==> config.mk <==
export PLATFORM = sky130hd
export DESIGN_NAME = mem_bus_responder_flat
export DESIGN_NICKNAME = d
export VERILOG_FILES = /design/src/rtl/mem_bus_responder_pkg.sv /design/src/rtl/mem_bus_responder_if.sv /design/src/rtl/mem_bus_responder_burst_ctr.sv /design/src/rtl/mem_bus_responder.sv /design/src/flat_wrapper.sv
export SDC_FILE = /design/constraint.sdc
export NUM_CORES = 1
export LEC_CHECK = 0
export ABC_CLOCK_PERIOD_IN_PS = 2800
export BUFFER_PORTS_ARGS = -buffer_cell sky130_fd_sc_hd__clkbuf_2
export CORE_UTILIZATION = 41
export CTS_BUF_LIST = sky130_fd_sc_hd__clkbuf_16
export DETAILED_ROUTE_END_ITERATION = 8
export GPL_TIMING_DRIVEN = 0
export HOLD_SLACK_MARGIN = 0.02
export PLACE_DENSITY = 0.82
export SETUP_SLACK_MARGIN = 0.3
export SLEW_MARGIN = 10
export SYNTH_ARGS = -nofsm -noshare
export SYNTH_HDL_FRONTEND = slang
export SYNTH_HIERARCHICAL = 1
export SYNTH_SLANG_ARGS = --single-unit
==> constraint.sdc <==
create_clock -name clk -period 2.8 [get_ports clk]
set_clock_uncertainty 0.2 [all_clocks]
set_input_delay 0.56 -clock clk [delete_from_list [all_inputs] [get_ports clk]]
set_output_delay 0.56 -clock clk [all_outputs]
set_load 0.02 [all_outputs]
==> src/rtl/mem_bus_responder_pkg.sv <==
// mcDefs: shared constants and state encoding for the main-bus memory responder.
package mcDefs;

   localparam int BUSWIDTH = 16;
   localparam int MEMSIZE  = 256;
   localparam int PAGEBITS = 4;
   localparam int BURSTLEN = 4;
   localparam int BEATW    = $clog2(BURSTLEN);

   typedef enum logic [1:0] {IDLE, RD, WR} respState_t;

endpackage

==> src/rtl/mem_bus_responder_if.sv <==
// Processor-side multiplexed main bus: address phase strobe, direction,
// shared address/write-data input and the responder's read-data return path.
interface mem_bus_responder_if #(
   parameter int BUSWIDTH = mcDefs::BUSWIDTH
);

   logic                AddrValid;
   logic                rw;
   logic [BUSWIDTH-1:0] AddrDataIn;
   logic [BUSWIDTH-1:0] AddrDataOut;
   logic                AddrDataOE;

   modport master (
      output AddrValid,
      output rw,
      output AddrDataIn,
      input  AddrDataOut,
      input  AddrDataOE
   );

   modport slave (
      input  AddrValid,
      input  rw,
      input  AddrDataIn,
      output AddrDataOut,
      output AddrDataOE
   );

endinterface

==> src/rtl/mem_bus_responder_burst_ctr.sv <==
// mem_burst_ctr: burst base address register plus beat counter. The array
// address is base + beat, wrapping modulo the array depth (power of two).
module mem_burst_ctr
   import mcDefs::*;
#(
   parameter int ADDRWIDTH = 8
) (
   input  logic                 clk,
   input  logic                 resetN,
   input  logic                 load,
   input  logic                 inc,
   input  logic                 clear,
   input  logic [ADDRWIDTH-1:0] loadAddr,
   output logic [ADDRWIDTH-1:0] addr,
   output logic                 lastBeat
);

   logic [ADDRWIDTH-1:0] r_base;
   logic [BEATW-1:0]     r_beat;

   // Base is captured on an accepted address phase; beat walks the burst.
   always_ff @(posedge clk or negedge resetN) begin
      if (!resetN) begin
         r_base <= '0;
         r_beat <= '0;
      end else if (load) begin
         r_base <= loadAddr;
         r_beat <= '0;
      end else if (clear) begin
         r_beat <= '0;
      end else if (inc) begin
         r_beat <= r_beat + BEATW'(1);
      end
   end

   assign addr     = r_base + ADDRWIDTH'(r_beat);
   assign lastBeat = (r_beat == BEATW'(BURSTLEN - 1));

endmodule

==> src/rtl/mem_bus_responder.sv <==
// mem_bus_responder: main-bus target for one address page. An accepted
// address phase starts a fixed 4-beat read or write burst to the memory array.
// Optional feature macro: MEM_BUS_RESP_PROTOCHK_EN enables the sticky protErr
// flag for address strobes seen mid-burst; otherwise protErr is tied low.
module mem_bus_responder #(
   parameter int                  BUSWIDTH  = mcDefs::BUSWIDTH,
   parameter int                  MEMSIZE   = mcDefs::MEMSIZE,
   parameter int                  PAGEBITS  = mcDefs::PAGEBITS,
   parameter logic [PAGEBITS-1:0] PAGE      = '0,
   localparam int                 ADDRWIDTH = $clog2(MEMSIZE)
) (
   input  logic                 clk,
   input  logic                 resetN,
   mem_bus_responder_if.slave   bus,
   output logic [ADDRWIDTH-1:0] Addr,
   output logic [BUSWIDTH-1:0]  DataIn,
   input  logic [BUSWIDTH-1:0]  DataOut,
   output logic                 rdEn,
   output logic                 wrEn,
   output logic                 protErr
);

   mcDefs::respState_t r_state;
   mcDefs::respState_t w_nextState;

   logic w_pageHit;
   logic w_load;
   logic w_inc;
   logic w_clear;
   logic w_lastBeat;

   // Address bits between the page field and the word address select nothing.
   logic w_unused;
   assign w_unused = &{1'b0, bus.AddrDataIn[BUSWIDTH-PAGEBITS-1:ADDRWIDTH]};

   assign w_pageHit = (bus.AddrDataIn[BUSWIDTH-1 -: PAGEBITS] == PAGE);

   mem_burst_ctr #(
      .ADDRWIDTH (ADDRWIDTH)
   ) u_burst_ctr (
      .clk      (clk),
      .resetN   (resetN),
      .load     (w_load),
      .inc      (w_inc),
      .clear    (w_clear),
      .loadAddr (bus.AddrDataIn[ADDRWIDTH-1:0]),
      .addr     (Addr),
      .lastBeat (w_lastBeat)
   );

   // State register; async reset aborts any burst in progress.
   always_ff @(posedge clk or negedge resetN) begin
      if (!resetN) r_state <= mcDefs::IDLE;
      else         r_state <= w_nextState;
   end

   // Next state, counter control and all array/bus outputs decoded from state.
   always_comb begin
      w_nextState     = r_state;
      w_load          = 1'b0;
      w_inc           = 1'b0;
      w_clear         = 1'b0;
      rdEn            = 1'b0;
      wrEn            = 1'b0;
      DataIn          = '0;
      bus.AddrDataOut = '0;
      bus.AddrDataOE  = 1'b0;
      case (r_state)
         mcDefs::IDLE: begin
            if (bus.AddrValid && w_pageHit) begin
               w_load      = 1'b1;
               w_nextState = bus.rw ? mcDefs::RD : mcDefs::WR;
            end
         end
         mcDefs::RD: begin
            rdEn            = 1'b1;
            bus.AddrDataOE  = 1'b1;
            bus.AddrDataOut = DataOut;
            if (w_lastBeat) begin
               w_clear     = 1'b1;
               w_nextState = mcDefs::IDLE;
            end else begin
               w_inc = 1'b1;
            end
         end
         mcDefs::WR: begin
            wrEn   = 1'b1;
            DataIn = bus.AddrDataIn;
            if (w_lastBeat) begin
               w_clear     = 1'b1;
               w_nextState = mcDefs::IDLE;
            end else begin
               w_inc = 1'b1;
            end
         end
         default: begin
            w_nextState = mcDefs::IDLE;
         end
      endcase
   end

`ifdef MEM_BUS_RESP_PROTOCHK_EN
   logic r_protErr;

   // Sticky flag: an address strobe arrived while a burst was running.
   always_ff @(posedge clk or negedge resetN) begin
      if (!resetN)                                        r_protErr <= 1'b0;
      else if (bus.AddrValid && (r_state != mcDefs::IDLE)) r_protErr <= 1'b1;
   end

   assign protErr = r_protErr;
`else
   assign protErr = 1'b0;
`endif

endmodule

==> src/flat_wrapper.sv <==
// flat-port wrapper written by rule: the top's interface ports become plain ports
module mem_bus_responder_flat 
#(
   parameter int                  BUSWIDTH  = mcDefs::BUSWIDTH,
   parameter int                  MEMSIZE   = mcDefs::MEMSIZE,
   parameter int                  PAGEBITS  = mcDefs::PAGEBITS,
   parameter logic [PAGEBITS-1:0] PAGE      = '0,
   localparam int                 ADDRWIDTH = $clog2(MEMSIZE)
)
  (clk, resetN, Addr, DataIn, DataOut, rdEn, wrEn, protErr, bus_AddrValid, bus_rw, bus_AddrDataIn, bus_AddrDataOut, bus_AddrDataOE);
  mem_bus_responder_if #(.BUSWIDTH(BUSWIDTH)) bus_i ();
  input  logic clk;
  input  logic resetN;
  output logic [ADDRWIDTH-1:0] Addr;
  output logic [BUSWIDTH-1:0] DataIn;
  input  logic [BUSWIDTH-1:0] DataOut;
  output logic rdEn;
  output logic wrEn;
  output logic protErr;
  input wire logic [$bits(bus_i.AddrValid)-1:0] bus_AddrValid;
  input wire logic [$bits(bus_i.rw)-1:0] bus_rw;
  input wire logic [$bits(bus_i.AddrDataIn)-1:0] bus_AddrDataIn;
  output wire logic [$bits(bus_i.AddrDataOut)-1:0] bus_AddrDataOut;
  output wire logic [$bits(bus_i.AddrDataOE)-1:0] bus_AddrDataOE;
  assign bus_i.AddrValid = bus_AddrValid;
  assign bus_i.rw = bus_rw;
  assign bus_i.AddrDataIn = bus_AddrDataIn;
  assign bus_AddrDataOut = bus_i.AddrDataOut;
  assign bus_AddrDataOE = bus_i.AddrDataOE;
  mem_bus_responder #(.BUSWIDTH(BUSWIDTH), .MEMSIZE(MEMSIZE), .PAGEBITS(PAGEBITS), .PAGE(PAGE)) u_core (.clk(clk), .resetN(resetN), .bus(bus_i), .Addr(Addr), .DataIn(DataIn), .DataOut(DataOut), .rdEn(rdEn), .wrEn(wrEn), .protErr(protErr));
endmodule
==> impl_metrics.prom <==
# TYPE chip_impl_metric gauge
chip_impl_info{name="run_status",value="finished, final reports clean"} 1
chip_impl_metric{name="first_pass_grt_wire_length",unit="mm"} 3.80
chip_impl_info{name="tritoncts_clock_tree",value="yes"} 1
chip_impl_metric{name="area_delta_synth_final",unit="%"} 59.5
chip_impl_metric{name="maxClockFrequency",unit="MHz"} 394
chip_impl_metric{name="path_buf_inv",unit=""} 2
chip_impl_metric{name="report.final.hold_viol_count",unit=""} 0
chip_impl_metric{name="power_switching",unit="uW"} 619
chip_impl_metric{name="layout.filler_cells",unit=""} 171
chip_impl_metric{name="placement.cell_area",unit="sq um"} 1370
chip_impl_metric{name="rows",unit=""} 17
chip_impl_metric{name="post_route_cells_drive_above_1_share",unit="%"} 53.7
chip_impl_metric{name="globalRoute.totalOverflow",unit=""} 0
chip_impl_metric{name="die_width",unit="microns"} 50.0
chip_impl_metric{name="worstMarginPinSlew",unit="ps"} 499
chip_impl_metric{name="final_net_count",unit=""} 234
chip_impl_info{name="synth_flop_cell",value="sky130_fd_sc_hd__dfrtp_1"} 1
chip_impl_metric{name="fin_setup_tns",unit="ps"} 0
chip_impl_metric{name="finalCoreUtilization",unit="%"} 68.9
chip_impl_metric{name="number_of_distinct_standard_cells_referenced_by_the_synthesized_netlist",unit=""} 27
chip_impl_metric{name="finalWorstPathRequiredPeriod",unit="ps"} 2540
chip_impl_metric{name="post-route-worst-setup-slack",unit="ps"} 259
chip_impl_metric{name="syn_inst",unit=""} 102
chip_impl_metric{name="power.clock.fraction",unit="%"} 18.2
chip_impl_metric{name="synth.net_count",unit=""} 145
chip_impl_info{name="timing.critical_path.slowest_stage_cell",value="sky130_fd_sc_hd__dfrtp_1"} 1
chip_impl_metric{name="avgViaCountPerCell",unit=""} 4.77
chip_impl_metric{name="cp_data_required_time",unit="ps"} 2040
chip_impl_metric{name="synth.yosys.warnings",unit=""} 6
chip_impl_metric{name="cts_num_sinks",unit=""} 12
chip_impl_metric{name="grt_pass1_vias",unit=""} 954
chip_impl_metric{name="dp.cells",unit=""} 208
chip_impl_metric{name="cts_buffers",unit=""} 3
chip_impl_metric{name="clk-insertion-delay-late",unit="ps"} 240
chip_impl_metric{name="finish.cell_count_without_fillers",unit=""} 218
chip_impl_metric{name="synth.avg_cell_area",unit="sq um"} 9.27
chip_impl_info{name="timing_worst_setup_path_type",value="reg2out"} 1
chip_impl_metric{name="power_density",unit="nW/um^2"} 949
chip_impl_metric{name="post-synth-top-area-fraction",unit="%"} 31.7
chip_impl_metric{name="syn-cell-area",unit="sq um"} 946
chip_impl_metric{name="worst-path-max-fanout",unit=""} 2
chip_impl_info{name="timing.critical_path.cells",value="ha_2 > inv_2 > fa_2 > and2b_1 > nand2_1 > xnor2_1 > buf_4"} 1
chip_impl_metric{name="detail_route.wirelength",unit="mm"} 2.42
chip_impl_info{name="rsz0062_at_grt",value="yes"} 1
chip_impl_metric{name="post_detailed_route_count_of_antenna_violating_nets",unit=""} 0
chip_impl_metric{name="initialDrtViolationCount",unit=""} 17
chip_impl_metric{name="cts.htree.levels",unit=""} 1
chip_impl_metric{name="ys_ff_latch",unit=""} 12
chip_impl_info{name="netlist.top_cell.by_area",value="sky130_fd_sc_hd__dfrtp_1"} 1
chip_impl_metric{name="wire_per_inst",unit="microns"} 11.1
chip_impl_metric{name="max_cap_viol_count",unit=""} 0
chip_impl_metric{name="first_pass_iters",unit=""} 4
chip_impl_metric{name="totalPowerFinal",unit="mW"} 1.43
chip_impl_info{name="worst_path_dominant_cell_family",value="adder cells"} 1
chip_impl_metric{name="chipHeight",unit="microns"} 50.0
chip_impl_metric{name="finalSetupViolations",unit=""} 0
chip_impl_metric{name="combPwrFrac",unit="%"} 59.9
chip_impl_metric{name="grt_antenna_before_repair",unit=""} 0
chip_impl_metric{name="timing.max_slew.rel_slack",unit="%"} 66.7
chip_impl_metric{name="biggest_cell_delay_along_the_critical_path",unit="ps"} 350
chip_impl_metric{name="grt_max_degree",unit=""} 13
chip_impl_info{name="root_buffer",value="sky130_fd_sc_hd__clkbuf_16"} 1
chip_impl_metric{name="ys_seq_area_share",unit="%"} 31.7
chip_impl_metric{name="post-route-period-util",unit="%"} 90.8
chip_impl_metric{name="die-area",unit="sq um"} 2500
chip_impl_info{name="post_synth_main_area_contributors",value="sky130_fd_sc_hd__dfrtp_1 32%, sky130_fd_sc_hd__and2_1 21%, sky130_fd_sc_hd__mux2_2 8.3%"} 1
chip_impl_metric{name="top_level_ports",unit=""} 80
chip_impl_metric{name="synthArstFlopShare",unit="%"} 100
chip_impl_info{name="min-delay-path-class",value="reg2reg"} 1
chip_impl_metric{name="netSwitchingFraction",unit="%"} 43.2
chip_impl_metric{name="power_leakage",unit="nW"} 0.843
chip_impl_metric{name="synth_edf_count",unit=""} 0
chip_impl_info{name="synth.top_cells.by_count",value="32 x sky130_fd_sc_hd__and2_1, 12 x sky130_fd_sc_hd__dfrtp_1, 7 x sky130_fd_sc_hd__mux2_2, 7 x sky130_fd_sc_hd__xnor2_1"} 1
chip_impl_metric{name="cts-root-to-sink-buffers",unit=""} 2
chip_impl_info{name="yosysMostFrequentCell",value="sky130_fd_sc_hd__and2_1"} 1
chip_impl_metric{name="vias",unit=""} 1039
chip_impl_metric{name="irDropWorstVdd",unit="V"} 0.000751
chip_impl_metric{name="placeableCoreArea",unit="sq um"} 2190
chip_impl_metric{name="max_slew_violations",unit=""} 0
chip_impl_info{name="start_kind",value="flop"} 1
chip_impl_metric{name="clk_pin_slew_worst_paths",unit="ps"} 50
chip_impl_metric{name="worst_ep_arrival_time",unit="ps"} 1780
chip_impl_metric{name="post_route_hold_slack",unit="ps"} 336
chip_impl_metric{name="placement.setup.worst_slack",unit="ps"} 418
chip_impl_metric{name="reg2reg_setup_slack",unit="ps"} 900
chip_impl_metric{name="gr-usage-all-layers",unit="%"} 19.8
chip_impl_metric{name="gp_congestion",unit=""} 0.745
chip_impl_metric{name="drc",unit=""} 0
chip_impl_metric{name="cell_internal_pwr",unit="uW"} 813
chip_impl_metric{name="num_antenna_cells",unit=""} 0
chip_impl_metric{name="start_util",unit="%"} 43.2
chip_impl_info{name="endpoint_kind",value="output pin"} 1
chip_impl_metric{name="final_cell_area",unit="sq um"} 1510
chip_impl_metric{name="port_buffers",unit=""} 78
chip_impl_metric{name="dp_hpwl",unit="mm"} 1.92
chip_impl_metric{name="share_seq_of_total_power",unit="%"} 21.9
## logic make-up after synthesis
group / share of synthesized area [%]
simple gates: 33.2
flops: 31.7
buf+inv: 5.29
mux: 9.39
fa+ha+maj: 10.1
xor+xnor: 6.48
compound gates: 3.44
other cells: 0.396
## routing by layer
metal  routed length, microns  vias to the layer above  share of wire (%)  global-route usage, %
li1                         -                      508                  -                      -
met5                        0                        -                  0                      0
met4                        6                        0               0.25                   6.67
met3                      224                        2                9.3                   3.09
met2                     1340                       58                 55                   41.6
met1                      845                      471                 35                   18.2
## worst paths after layout
kind                                                           from                                       end  cells after the start
max                        u_core/u_burst_ctr/r_beat[0]$_DFFE_PN0P_                                   Addr[4]                      7
min                        u_core/u_burst_ctr/r_base[7]$_DFFE_PN0P_  u_core/u_burst_ctr/r_base[7]$_DFFE_PN0P_                      1
max reg2reg                           u_core/r_state[0]$_DFFE_PN0P_  u_core/u_burst_ctr/r_base[0]$_DFFE_PN0P_                      6
max in group asynchronous                                    resetN             u_core/r_state[1]$_DFFE_PN0P_                      2
min in group asynchronous                                    resetN  u_core/u_burst_ctr/r_base[6]$_DFFE_PN0P_                      2
min reg2reg                u_core/u_burst_ctr/r_base[7]$_DFFE_PN0P_  u_core/u_burst_ctr/r_base[7]$_DFFE_PN0P_                      1
## flip-flops by register name (all words and copies together), names as in the netlist
| name | cells |
|---|---|
| u_core/u_burst_ctr/r_base | 8 |
| u_core/r_state | 2 |
| u_core/u_burst_ctr/r_beat | 2 |
## power by group through the flow
stage               combinational [mW]  clock (mW)  sequential, mW
finish                           0.858       0.261           0.313
global route                     0.928       0.274           0.322
CTS                              0.831       0.266           0.314
detailed placement               0.778           0           0.319
global placement                 0.762           0           0.314
floorplan                        0.553           0           0.301
## final cells by class
type                            instances  area, sq um  area share (%)
Multi-Input combinational cell         79          601            39.8
Clock buffer                            3         75.1            4.98
Inverter                                6         22.5            1.49
Sequential cell                        12          300            19.9
Tap cell                               28         35.0            2.32
Clock inverter                          1         3.75           0.249
Timing Repair Buffer                   84          443            29.4
Buffer                                  5         28.8            1.91
## timing repair
item / 4_1_cts / 5_1_grt
hold buffers: 1 / 0
pin swaps: 2 / 2
endpoints found under the hold margin: 12 / 0
setup endpoints to repair: 2 / 12
gates resized for setup: 5 / 4
setup buffers: 3 / 2
## placed cells by master (no fill, tap or decap), types with 2 or more instances in the layout
cell type                   instances
sky130_fd_sc_hd__dfrtp_1           12
sky130_fd_sc_hd__buf_4              9
sky130_fd_sc_hd__o21ai_0            5
sky130_fd_sc_hd__clkbuf_2          77
sky130_fd_sc_hd__mux2_2             7
sky130_fd_sc_hd__inv_1              5
sky130_fd_sc_hd__nand2_1            4
sky130_fd_sc_hd__and2_1            32
sky130_fd_sc_hd__nor3_1             2
sky130_fd_sc_hd__nand4_1            2
sky130_fd_sc_hd__clkbuf_16          3
sky130_fd_sc_hd__ha_1               5
sky130_fd_sc_hd__xnor2_1            7
Note: power is estimated with default switching activity, not from simulation.
